File: src/rtl/div_sequencer.sv
// Request/response front end for the 16-bit restoring divider: sign handling,
// divider start/done sequencing and local divide-by-zero resolution.
module div_sequencer #(
  parameter int W = 16
) (
  input  logic         clk,
  input  logic         rst_n,
  input  logic         req_valid,
  output logic         req_ready,
  input  logic [W-1:0] req_dividend,
  input  logic [W-1:0] req_divisor,
  input  logic         req_signed,
  output logic         div_start,
  output logic [W-1:0] div_dividend,
  output logic [W-1:0] div_divisor,
  input  logic         div_done,
  input  logic [W-1:0] div_quotient,
  input  logic [W-1:0] div_remainder,
  output logic         rsp_valid,
  input  logic         rsp_ready,
  output logic [W-1:0] rsp_quotient,
  output logic [W-1:0] rsp_remainder,
  output logic         rsp_div0,
  output logic         rsp_overflow
);

  // state   | meaning
  // IDLE    | ready for a request
  // ISSUE   | Start held high, waiting for the divider's Done
  // RELEASE | Start dropped, waiting for Done to fall
  // RESP    | result presented until consumer accepts it
  typedef enum logic [1:0] {IDLE, ISSUE, RELEASE, RESP} state_t;

  localparam logic [W-1:0] ONE  = {{(W-1){1'b0}}, 1'b1};
  localparam logic [W-1:0] MINV = {1'b1, {(W-1){1'b0}}};

  state_t state, state_nxt;
  logic   neg_q, neg_r, ovf_pend;
  logic   accept, zero_div;

  assign accept   = (state == IDLE) && req_valid;
  assign zero_div = (req_divisor == '0);

  always_ff @(posedge clk or negedge rst_n) begin
    if (!rst_n) state <= IDLE;
    else        state <= state_nxt;
  end

  always_comb begin
    state_nxt = state;
    case (state)
      IDLE:    if (req_valid) state_nxt = zero_div ? RESP : ISSUE;
      ISSUE:   if (div_done)  state_nxt = RELEASE;
      RELEASE: if (!div_done) state_nxt = RESP;
      RESP:    if (rsp_ready) state_nxt = IDLE;
      default: state_nxt = IDLE;
    endcase
  end

  assign req_ready = (state == IDLE);
  assign div_start = (state == ISSUE);
  assign rsp_valid = (state == RESP);

  always_ff @(posedge clk or negedge rst_n) begin
    if (!rst_n) begin
      div_dividend  <= '0;
      div_divisor   <= '0;
      neg_q         <= 1'b0;
      neg_r         <= 1'b0;
      ovf_pend      <= 1'b0;
      rsp_quotient  <= '0;
      rsp_remainder <= '0;
      rsp_div0      <= 1'b0;
      rsp_overflow  <= 1'b0;
    end else if (accept) begin
      // 0x8000 negates to itself, which is exactly the unsigned magnitude 32768
      div_dividend <= (req_signed && req_dividend[W-1]) ? (~req_dividend + ONE) : req_dividend;
      div_divisor  <= (req_signed && req_divisor[W-1])  ? (~req_divisor + ONE)  : req_divisor;
      neg_q        <= req_signed & (req_dividend[W-1] ^ req_divisor[W-1]);
      neg_r        <= req_signed & req_dividend[W-1];
      ovf_pend     <= req_signed && (req_dividend == MINV) && (req_divisor == '1);
      if (zero_div) begin
        rsp_quotient  <= '1;
        rsp_remainder <= req_dividend;
        rsp_div0      <= 1'b1;
        rsp_overflow  <= 1'b0;
      end
    end else if ((state == ISSUE) && div_done) begin
      rsp_div0     <= 1'b0;
      rsp_overflow <= ovf_pend;
      if (ovf_pend) begin
        rsp_quotient  <= MINV;
        rsp_remainder <= '0;
      end else begin
        rsp_quotient  <= neg_q ? (~div_quotient + ONE)  : div_quotient;
        rsp_remainder <= neg_r ? (~div_remainder + ONE) : div_remainder;
      end
    end
  end

endmodule

File: config.mk
export PLATFORM = sky130hd
export DESIGN_NAME = div_sequencer
export DESIGN_NICKNAME = d
export VERILOG_FILES = /design/src/rtl/div_sequencer.sv
export SDC_FILE = /design/constraint.sdc
export NUM_CORES = 1
export LEC_CHECK = 0
export CORE_MARGIN = 1.5
export CORE_UTILIZATION = 30
export DETAILED_ROUTE_END_ITERATION = 8
export GPL_TIMING_DRIVEN = 1
export PLACE_DENSITY_LB_ADDON = 0.12
export SKIP_CTS_REPAIR_TIMING = 1
export SYNTH_ARGS = -nofsm -noshare
export SYNTH_HDL_FRONTEND = slang
export SYNTH_SLANG_ARGS = --single-unit
File: constraint.sdc
create_clock -name clk -period 2.95 [get_ports clk]
set_input_delay 0.59 -clock clk [delete_from_list [all_inputs] [get_ports clk]]
set_output_delay 0.59 -clock clk [all_outputs]
set_load 0.02 [all_outputs]
==> results.ini, run 1 <==
[global_route]
antenna_found_initial = 0
grt_use_total_pct = 18.6
grt_pass1_vias = 3939
grt_max_degree = 72
grt_pass1_wl_um = 20900
grt_overflow = 0

[detailed_routing]
wl_met2_um = 6250
vias = 3934
avgViaCountPerCell = 4.94
met3_length_um = 854
highest-signal-layer = met4
routed_wl_um = 13100
post_drt_wl_per_cell_um = 16.4
drt_iter0_drc = 156
drc = 0
wl_met1_um = 5770
dr.pass1.iters = 4
ant_nets = 0

[power]
peakVddDrop_mv = 0.372
power_leakage_nw = 2.52
swShare_pct = 36.7
p_per_area_nw_per_um2 = 961
seq_power_share_pct = 28.9
intPower_mw = 3.81
switchingPower_mw = 2.21
power_frac_comb_pct = 47.2
power_frac_clock_pct = 23.8

[cts]
cts_buffer_depth = 2
cts.sinks = 71
htreeDepth = 3
clk_pin_slew_worst_paths_ns = 0.06
cts_tree = yes
clk_latency_ns = 0.33
cts_buffers = 9
root_buffer = clkbuf_16

[place]
portBuffers = 138
dp.final_hpwl_um = 10000
gp_congestion = 0.867
place_ws_ns = 0.0755
dpl.cell_count = 779

[floorplanning]
start_util_pct = 30.4
die_area_um2 = 14700
rows = 43
core_um2 = 13800
die_y_um = 121
io_pins = 139
fp.dieW_um = 121

[worst_setup_path]
cp.arrival_ns = 2.79
setup.worst_path.class = in2reg
reg2reg_from = state[0]$_DFFE_PN0P_
required_ns = 3.17
startpoint = div_quotient[0]
end_kind = register
crit_path_start_kind = input pin
path_max_fanout = 6

[timing]
rsz0062_at_grt = false
hold_viol = 0
finalSetupTns_ns = 0
period_share_pct = 87.1
tightest_slew_ns = 0.912
setup_ws_ns = 0.379
setup_viol = 0
fin_skew_ns = 0.00404
slew_viol_final = 0
timing.fmax_ghz = 0.389
slew_headroom_pct = 39.2
period_minus_slack_ns = 2.57

[cells_and_area]
drive_above_1_share_pct = 7.80
syn2layout_area_growth_pct = 49.4
final_common_cell = clkdlybuf4s50_1
fin_util_pct = 45.4
mostFrequentLayoutCells = 137 x clkdlybuf4s50_1, 71 x dfrtp_1, 55 x nand2_1
stdcell_count = 796
layout.nets = 690

[logic_synthesis]
synthArstFlopShare_pct = 100
synth-seq-area-share_pct = 42.4
postSynthCellCount = 465
synthDistinctLibCells = 51
syn_nets = 545
synth_edf_count = 0
ys_warn_count = 0
synth_seq_cells = 71
yosys_most_used_dff = dfrtp_1
syn_avg_cell_area_um2 = 9.01
netlist_area_um2 = 4190

[hold_path]
min_path_type = in2async

[job]
maxCapViolCount = 0

[status]
status = complete, no violations

-- per-stage QoR --
stage                     power [mW]  instance area (um^2)  hold slack, ns
after floorplan                 3.26                  4190           0.294
after global placement          4.61                  5860           0.464
after detailed placement        4.63                  5860           0.470
after CTS                       6.10                  6260           0.444
after global routing            6.42                  6260           0.477
final                           6.02                  6260           0.397
-- registers in the layout (all words and copies together) (netlist names) --
register / flops
neg_r: 1
div_divisor: 16
ovf_pend: 1
rsp_remainder: 16
rsp_quotient: 16
state: 2
neg_q: 1
rsp_div0: 1
rsp_overflow: 1
div_dividend: 16
-- synth_stat cells (all sizes together), types with 4 or more instances --
| cell | number | area [um^2] |
|---|---|---|
| a31oi | 9 | 56.3 |
| o211ai | 5 | 37.5 |
| nor4 | 9 | 71.3 |
| xor2 | 26 | 228 |
| nor3 | 17 | 85.1 |
| inv | 17 | 63.8 |
| nand2b | 6 | 37.5 |
| o31a | 4 | 35.0 |
| buf | 8 | 35.0 |
| a21oi | 16 | 80.1 |
| o221ai | 4 | 47.6 |
| clkbuf | 17 | 63.8 |
| a22oi | 6 | 45.0 |
| o31ai | 10 | 75.1 |
| or2 | 4 | 25.0 |
| dfrtp | 71 | 1780 |
| o21ai | 52 | 260 |
| nand3 | 13 | 65.1 |
| xnor2 | 26 | 228 |
| ha | 10 | 125 |
| nand4 | 6 | 37.5 |
| nand2 | 57 | 216 |
| or3 | 4 | 25.0 |
| or4 | 7 | 52.6 |
| o41ai | 9 | 78.8 |
| nor2 | 21 | 78.8 |
| mux2i | 4 | 40.0 |
-- final timing paths --
kind                                                 to  slack, ns  depth (start not counted)
hold / removal                     state[0]$_DFFE_PN0P_       0.40                          1
setup reg to reg           rsp_remainder[4]$_DFFE_PN0P_       0.67                          7
hold reg to reg            div_dividend[13]$_DFFE_PN0P_       0.47                          2
max in group asynchronous   div_dividend[3]$_DFFE_PN0P_       1.97                          1
setup / recovery           rsp_quotient[12]$_DFFE_PN0P_       0.38                          8
min in group clk           div_dividend[13]$_DFFE_PN0P_       0.47                          2
-- worst max-delay path, stage by stage --
cell and delay, ns:
clkdlybuf4s50_1 0.53, inv_1 0.10, ha_1 0.15, or3b_1 0.45, o41ai_1 0.56, xor2_1 0.20, o21ai_1 0.07, o31a_1 0.14
-- cell families after synthesis --
group                    Yosys count  synth area share [%]
AND/OR/NAND/NOR                  155                  18.5
AO/OA/AOI/OAI                    130                  20.1
flip-flops                        71                  42.4
XOR/XNOR                          52                  10.9
buffers and inverters             42                  3.88
adder cells (fa/ha/maj)           10                  2.99
multiplexers                       5                  1.22
-- routing by layer --
layer / global-route usage (%) / vias up
met5: 0 / -
met2: 30.4 / 114
li1: - / 1965
met1: 23.7 / 1841
met4: 6.18 / 0
met3: 5.08 / 14
-- power by group through the flow --
stage	Clock (mW)	Combinational (mW)	Sequential, mW
floorplan	0	1.07	2.18
global placement	0	2.85	1.76
detailed placement	0	2.88	1.75
CTS	1.47	2.89	1.75
global route	1.50	3.12	1.80
finish	1.43	2.84	1.74
-- final cells by class --
| class | count | area (um^2) |
|---|---|---|
| Tap cell | 180 | 225 |
| Clock inverter | 6 | 155 |
| Sequential cell | 71 | 1780 |
| Fill cell | 1390 | 7510 |
| Multi-Input combinational cell | 352 | 2260 |
| Timing Repair Buffer | 159 | 1540 |
| Antenna cell | 1 | 2.50 |
| Inverter | 17 | 63.8 |
| Clock buffer | 10 | 239 |
Note: power is estimated with default switching activity, not from simulation.
==> run 2: changes to the inputs <==
--- a/config.mk
+++ b/config.mk
@@ -6,7 +6,8 @@
 export NUM_CORES = 1
 export LEC_CHECK = 0
 export CORE_MARGIN = 1.5
-export CORE_UTILIZATION = 30
+export CORE_UTILIZATION = 50
+export CTS_CLUSTER_SIZE = 20
 export DETAILED_ROUTE_END_ITERATION = 8
 export GPL_TIMING_DRIVEN = 1
 export PLACE_DENSITY_LB_ADDON = 0.12
==> results.ini, run 2 (same netlist as run 1, synthesis figures left out) <==
[detailed_routing]
dr.pass1.iters = 5  ; +1
vias = 4102  ; +4.3%
drt_iter0_drc = 217  ; +39%
avgViaCountPerCell = 5.72  ; +16%
post_drt_wl_per_cell_um = 17.3  ; +5.0%
routed_wl_um = 12400  ; -5.4%
ant_nets = 0  ; unchanged
drc = 0  ; unchanged

[global_route]
grt_use_total_pct = 29.0  ; +10 points
grt_max_degree = 72  ; unchanged
grt_pass1_wl_um = 20000  ; -4.6%
grt_pass1_vias = 4071  ; +3.4%
antenna_found_initial = 0  ; unchanged
grt_overflow = 0  ; unchanged

[timing]
setup_ws_ns = 0.451  ; +0.0718 ns
tightest_slew_ns = 0.914  ; +0.00188 ns
fin_skew_ns = 0.00631  ; +0.00227 ns
slew_viol_final = 0  ; unchanged
slew_headroom_pct = 39.1  ; -0.12 points
rsz0062_at_grt = false
timing.fmax_ghz = 0.400  ; +2.9%
period_share_pct = 84.7  ; -2.4 points
hold_viol = 0  ; unchanged
period_minus_slack_ns = 2.50  ; -0.0718 ns
finalSetupTns_ns = 0  ; unchanged
setup_viol = 0  ; unchanged

[cells_and_area]
diodes = 0  ; -1
drive_above_1_share_pct = 7.35  ; -0.45 points
final_common_cell = clkdlybuf4s50_1
fin_util_pct = 73.1  ; +28 points
layout.nets = 687  ; -0.43%
syn2layout_area_growth_pct = 42.7
stdcell_count = 717  ; -9.9%
fillers = 642  ; -54%
mostFrequentLayoutCells = 137 x clkdlybuf4s50_1, 71 x dfrtp_1, 55 x nand2_1

[floorplanning]
die_y_um = 94.5  ; -22%
die_area_um2 = 8940  ; -39%
io_pins = 139  ; unchanged
fp.dieW_um = 94.5  ; -22%
core_um2 = 8180  ; -41%
start_util_pct = 51.3  ; +21 points
rows = 33  ; -23%

[cts]
cts_tree = yes
cts_buffers = 9  ; unchanged
htreeDepth = 3  ; unchanged
clk_latency_ns = 0.35  ; +0.02 ns
root_buffer = clkbuf_8
cts_buffer_depth = 2  ; unchanged
clk_pin_slew_worst_paths_ns = 0.08  ; +0.02 ns
cts.sinks = 71  ; unchanged

[worst_setup_path]
end_kind = register
required_ns = 3.24  ; +0.07 ns
setup.worst_path.class = in2reg
crit_path_start_kind = input pin
cp.arrival_ns = 2.78  ; about the same
path_max_fanout = 19  ; +13

[hold_path]
min_path_type = in2async

[status]
status = complete, no violations

[place]
dp.final_hpwl_um = 9080  ; -9.2%
dpl.cell_count = 701  ; -10%
gp_congestion = 0.888  ; +2.4%
portBuffers = 138  ; unchanged
place_ws_ns = 0.0782  ; +0.00272 ns

[job]
maxCapViolCount = 0  ; unchanged

[power]
peakVddDrop_mv = 0.524  ; +41%
p_per_area_nw_per_um2 = 914  ; -4.9%
power_leakage_nw = 2.42  ; -4.0%

-- run 2: path summary, 6_finish.rpt --
| path | startpoint | end | slack, ns | depth (start not counted) |
|---|---|---|---|---|
| worst max-delay path | req_divisor[0] | rsp_remainder[4]$_DFFE_PN0P_ | 0.45 | 9 |
| worst min-delay path | rst_n | div_dividend[8]$_DFFE_PN0P_ | 0.36 | 1 |
| worst max register to register | state[1]$_DFFE_PN0P_ | rsp_remainder[4]$_DFFE_PN0P_ | 0.71 | 7 |
| worst min register to register | div_dividend[2]$_DFFE_PN0P_ | div_dividend[2]$_DFFE_PN0P_ | 0.48 | 2 |
| max in group asynchronous | rst_n | rsp_remainder[15]$_DFFE_PN0P_ | 2.00 | 1 |
| min in group clk | div_dividend[2]$_DFFE_PN0P_ | div_dividend[2]$_DFFE_PN0P_ | 0.48 | 2 |
-- run 2: per-stage QoR --
stage | cell area, um^2 | total power, mW | hold WS [ns]
2_1_floorplan | 4190 | 3.26 | 0.294
3_3_place_gp | 5760 | 4.52 | 0.466
3_5_place_dp | 5760 | 4.60 | 0.472
4_1_cts | 5980 | 5.49 | 0.404
5_1_grt | 5980 | 5.81 | 0.445
6_report | 5980 | 5.46 | 0.359
-- run 2: worst max-delay path, cell delays in order --
cell and delay [ns]:
clkdlybuf4s50_1 0.41, inv_1 0.08, ha_1 0.17, nor3b_2 0.21, nand4_1 0.15, or4_1 0.48
buf_4 0.22, nand2_2 0.23, o221a_1 0.23
-- run 2: power by group --
group / internal [mW] / switching, mW / total, mW
Sequential: 1.42 / 0.319 / 1.74
Combinational: 1.36 / 1.48 / 2.84
Clock: 0.477 / 0.406 / 0.884
-- run 2: metal layers --
| metal | track usage [%] | vias to the layer above | wire (um) |
|---|---|---|---|
| met4 | 11.6 | 0 | 297 |
| met2 | 48.7 | 149 | 6050 |
| met1 | 37.5 | 1965 | 5220 |
| met3 | 4.43 | 23 | 801 |
| met5 | 0 | - | 0 |
| li1 | - | 1965 | - |
-- run 2: area by class of cell --
cell class | count | area [um^2] | share of cell area, %
multi-input cells | 352 | 2260 | 37.8
repair buffers | 156 | 1530 | 25.5
clock inverters | 7 | 96.3 | 1.61
well taps | 105 | 131 | 2.20
inverters | 17 | 63.8 | 1.07
flip-flops and latches | 71 | 1780 | 29.7
clock buffers | 9 | 124 | 2.07
==> run 3: changes to the inputs <==
--- a/config.mk
+++ b/config.mk
@@ -6,7 +6,7 @@
 export NUM_CORES = 1
 export LEC_CHECK = 0
 export CORE_MARGIN = 1.5
-export CORE_UTILIZATION = 50
+export CORE_UTILIZATION = 47
 export CTS_CLUSTER_SIZE = 20
 export DETAILED_ROUTE_END_ITERATION = 8
 export GPL_TIMING_DRIVEN = 1
==> constraint.sdc (replaced) <==
create_clock -name clk -period 2.5 [get_ports clk]
set_input_delay 0.5 -clock clk [delete_from_list [all_inputs] [get_ports clk]]
set_output_delay 0.5 -clock clk [all_outputs]
set_load 0.02 [all_outputs]
==> results.ini, run 3 (same netlist as run 1, synthesis figures left out) <==
[worst_setup_path]
crit_chain = inv_1, ha_1, clkdlybuf4s50_1
r2r-end = rsp_remainder[12]$_DFFE_PN0P_
crit_family = buffers and inverters
slowest_stage = clkdlybuf4s50_1
end_kind = primary output
timing.reg2reg.setup_slack_ns = 0.34  ; -0.37 ns
setup.worst_path.class = reg2out
required_ns = 2.00  ; -1.24 ns
reg2reg_from = state[1]$_DFFE_PN0P_
crit_path_start_kind = register
path_buf_inv = 2  ; -1
reg2regPathDepth = 8  ; +1
cp.arrival_ns = 1.83  ; -0.95 ns
path_max_fanout = 6  ; -13
critPathMaxStageDelay_ns = 0.65  ; +0.17 ns

[cells_and_area]
diodes = 0  ; unchanged
layout.nets = 737  ; +7.3%
drive_above_1_share_pct = 14.2  ; +6.8 points
syn2layout_area_growth_pct = 51.9
design_area_um2 = 6360  ; +6.5%
multi_input_area_um2 = 2260  ; +0.22%
mostFrequentLayoutCells = 137 x clkdlybuf4s50_1, 71 x dfrtp_1, 68 x buf_4
fillers = 652  ; +1.6%
seqCellArea_um2 = 1780  ; unchanged
fin_util_pct = 73.3  ; +0.22 points
stdcell_count = 770  ; +7.4%
final_common_cell = clkdlybuf4s50_1

[floorplanning]
fp.dieW_um = 97.4  ; +3.0%
start_util_pct = 48.3  ; -3.0 points
rows = 34  ; +3.0%
die_y_um = 97.4  ; +3.0%
core_um2 = 8680  ; +6.2%
die_area_um2 = 9490  ; +6.2%
io_pins = 139  ; unchanged

[global_route]
grt_max_degree = 72  ; unchanged
antenna_found_initial = 0  ; unchanged
grt_overflow = 0  ; unchanged
grt_pass1_wl_um = 20900  ; +4.6%
grt_use_total_pct = 27.0  ; -2.0 points
grt_pass1_vias = 4176  ; +2.6%

[power]
peakVddDrop_mv = 0.668  ; +27%
finalPower_mw = 6.50  ; +19%
p_per_area_nw_per_um2 = 1020  ; +12%
intPower_mw = 3.92  ; +20%
power_frac_comb_pct = 52.4  ; +0.4 points
seq_power_share_pct = 31.6  ; -0.2 points
switchingPower_mw = 2.58  ; +17%
power_leakage_nw = 2.67  ; +10%
swShare_pct = 39.7  ; -0.59 points
power_frac_clock_pct = 16.0  ; -0.2 points

[timing]
period_share_pct = 93.2
timing.fmax_ghz = 0.429
period_minus_slack_ns = 2.33
tightest_slew_ns = 0.934  ; +0.0197 ns
setup_viol = 0  ; unchanged
slew_viol_final = 0  ; unchanged
rsz0062_at_grt = false
slew_headroom_pct = 37.8  ; -1.3 points
fin_skew_ns = 0.00849  ; +0.00218 ns
hold_viol = 0  ; unchanged

[cts]
clk_pin_slew_worst_paths_ns = 0.08  ; about the same
cts_buffer_depth = 2  ; unchanged
root_buffer = clkbuf_8
cts_buffers = 9  ; unchanged
cts.sinks = 71  ; unchanged
clk_latency_ns = 0.34  ; about the same
cts_tree = yes
htreeDepth = 3  ; unchanged

[hold_path]
min_path_type = in2async

[detailed_routing]
post_drt_wl_per_cell_um = 16.4  ; -4.7%
vias = 4288  ; +4.5%
routed_wl_um = 12700  ; +2.3%
dr.pass1.iters = 4  ; -1
drc = 0  ; unchanged
avgViaCountPerCell = 5.57  ; -2.7%
ant_nets = 0  ; unchanged
drt_iter0_drc = 181  ; -17%

[place]
dpl.cell_count = 754  ; +7.6%
gp_congestion = 0.893  ; +0.57%
dp.final_hpwl_um = 9540  ; +5.1%
placed_cell_area_um2 = 6140  ; +6.6%
portBuffers = 138  ; unchanged

[status]
status = complete, no violations

[job]
maxCapViolCount = 0  ; unchanged

-- run 3: worst max path at each step --
stage                                     from                             to  slack (ns)  cells past startpoint
after floorplan                 req_divisor[0]  rsp_remainder[15]$_DFFE_PN0P_        0.27                      9
after global placement          req_divisor[0]   rsp_remainder[4]$_DFFE_PN0P_       -0.20                      9
after detailed placement        req_divisor[0]   rsp_remainder[4]$_DFFE_PN0P_       -0.23                      9
after CTS                       req_divisor[0]   rsp_remainder[4]$_DFFE_PN0P_        0.12                      9
after global routing            req_divisor[0]  rsp_remainder[12]$_DFFE_PN0P_        0.02                     10
final                     state[1]$_DFFE_PN0P_                      req_ready        0.17                      3
-- run 3: power by group through the flow --
stage	combinational, mW	sequential, mW	clock (mW)
after floorplan	1.27	2.58	0
after global placement	3.34	2.05	0
after detailed placement	3.41	2.07	0
after CTS	3.42	2.05	1.06
after global routing	3.68	2.12	1.10
final	3.41	2.05	1.04
-- run 3: final cells by class --
class	instances	area share, %
multi-input cells	352	35.6
inverters	17	1.00
well taps	108	2.12
flip-flops and latches	71	27.9
clock buffers	11	2.22
repair buffers	206	29.9
clock inverters	5	1.28
-- run 3: per-layer routing --
layer / track usage (%) / vias to the layer above / wire, um
li1: - / 2058 / -
met1: 37.2 / 2035 / 5540
met2: 43.3 / 168 / 6080
met3: 4.24 / 27 / 745
met4: 9.34 / 0 / 289
met5: 0 / - / 0
-- run 3: per-stage QoR --
stage               setup WS, ns  TNS [ns]  hold WS [ns]
floorplan                  0.268         0         0.204
CTS                        0.122         0         0.330
finish                     0.171         0         0.276
detailed placement        -0.225     -3.48         0.473
global route              0.0160         0         0.373
global placement          -0.203     -2.56         0.465
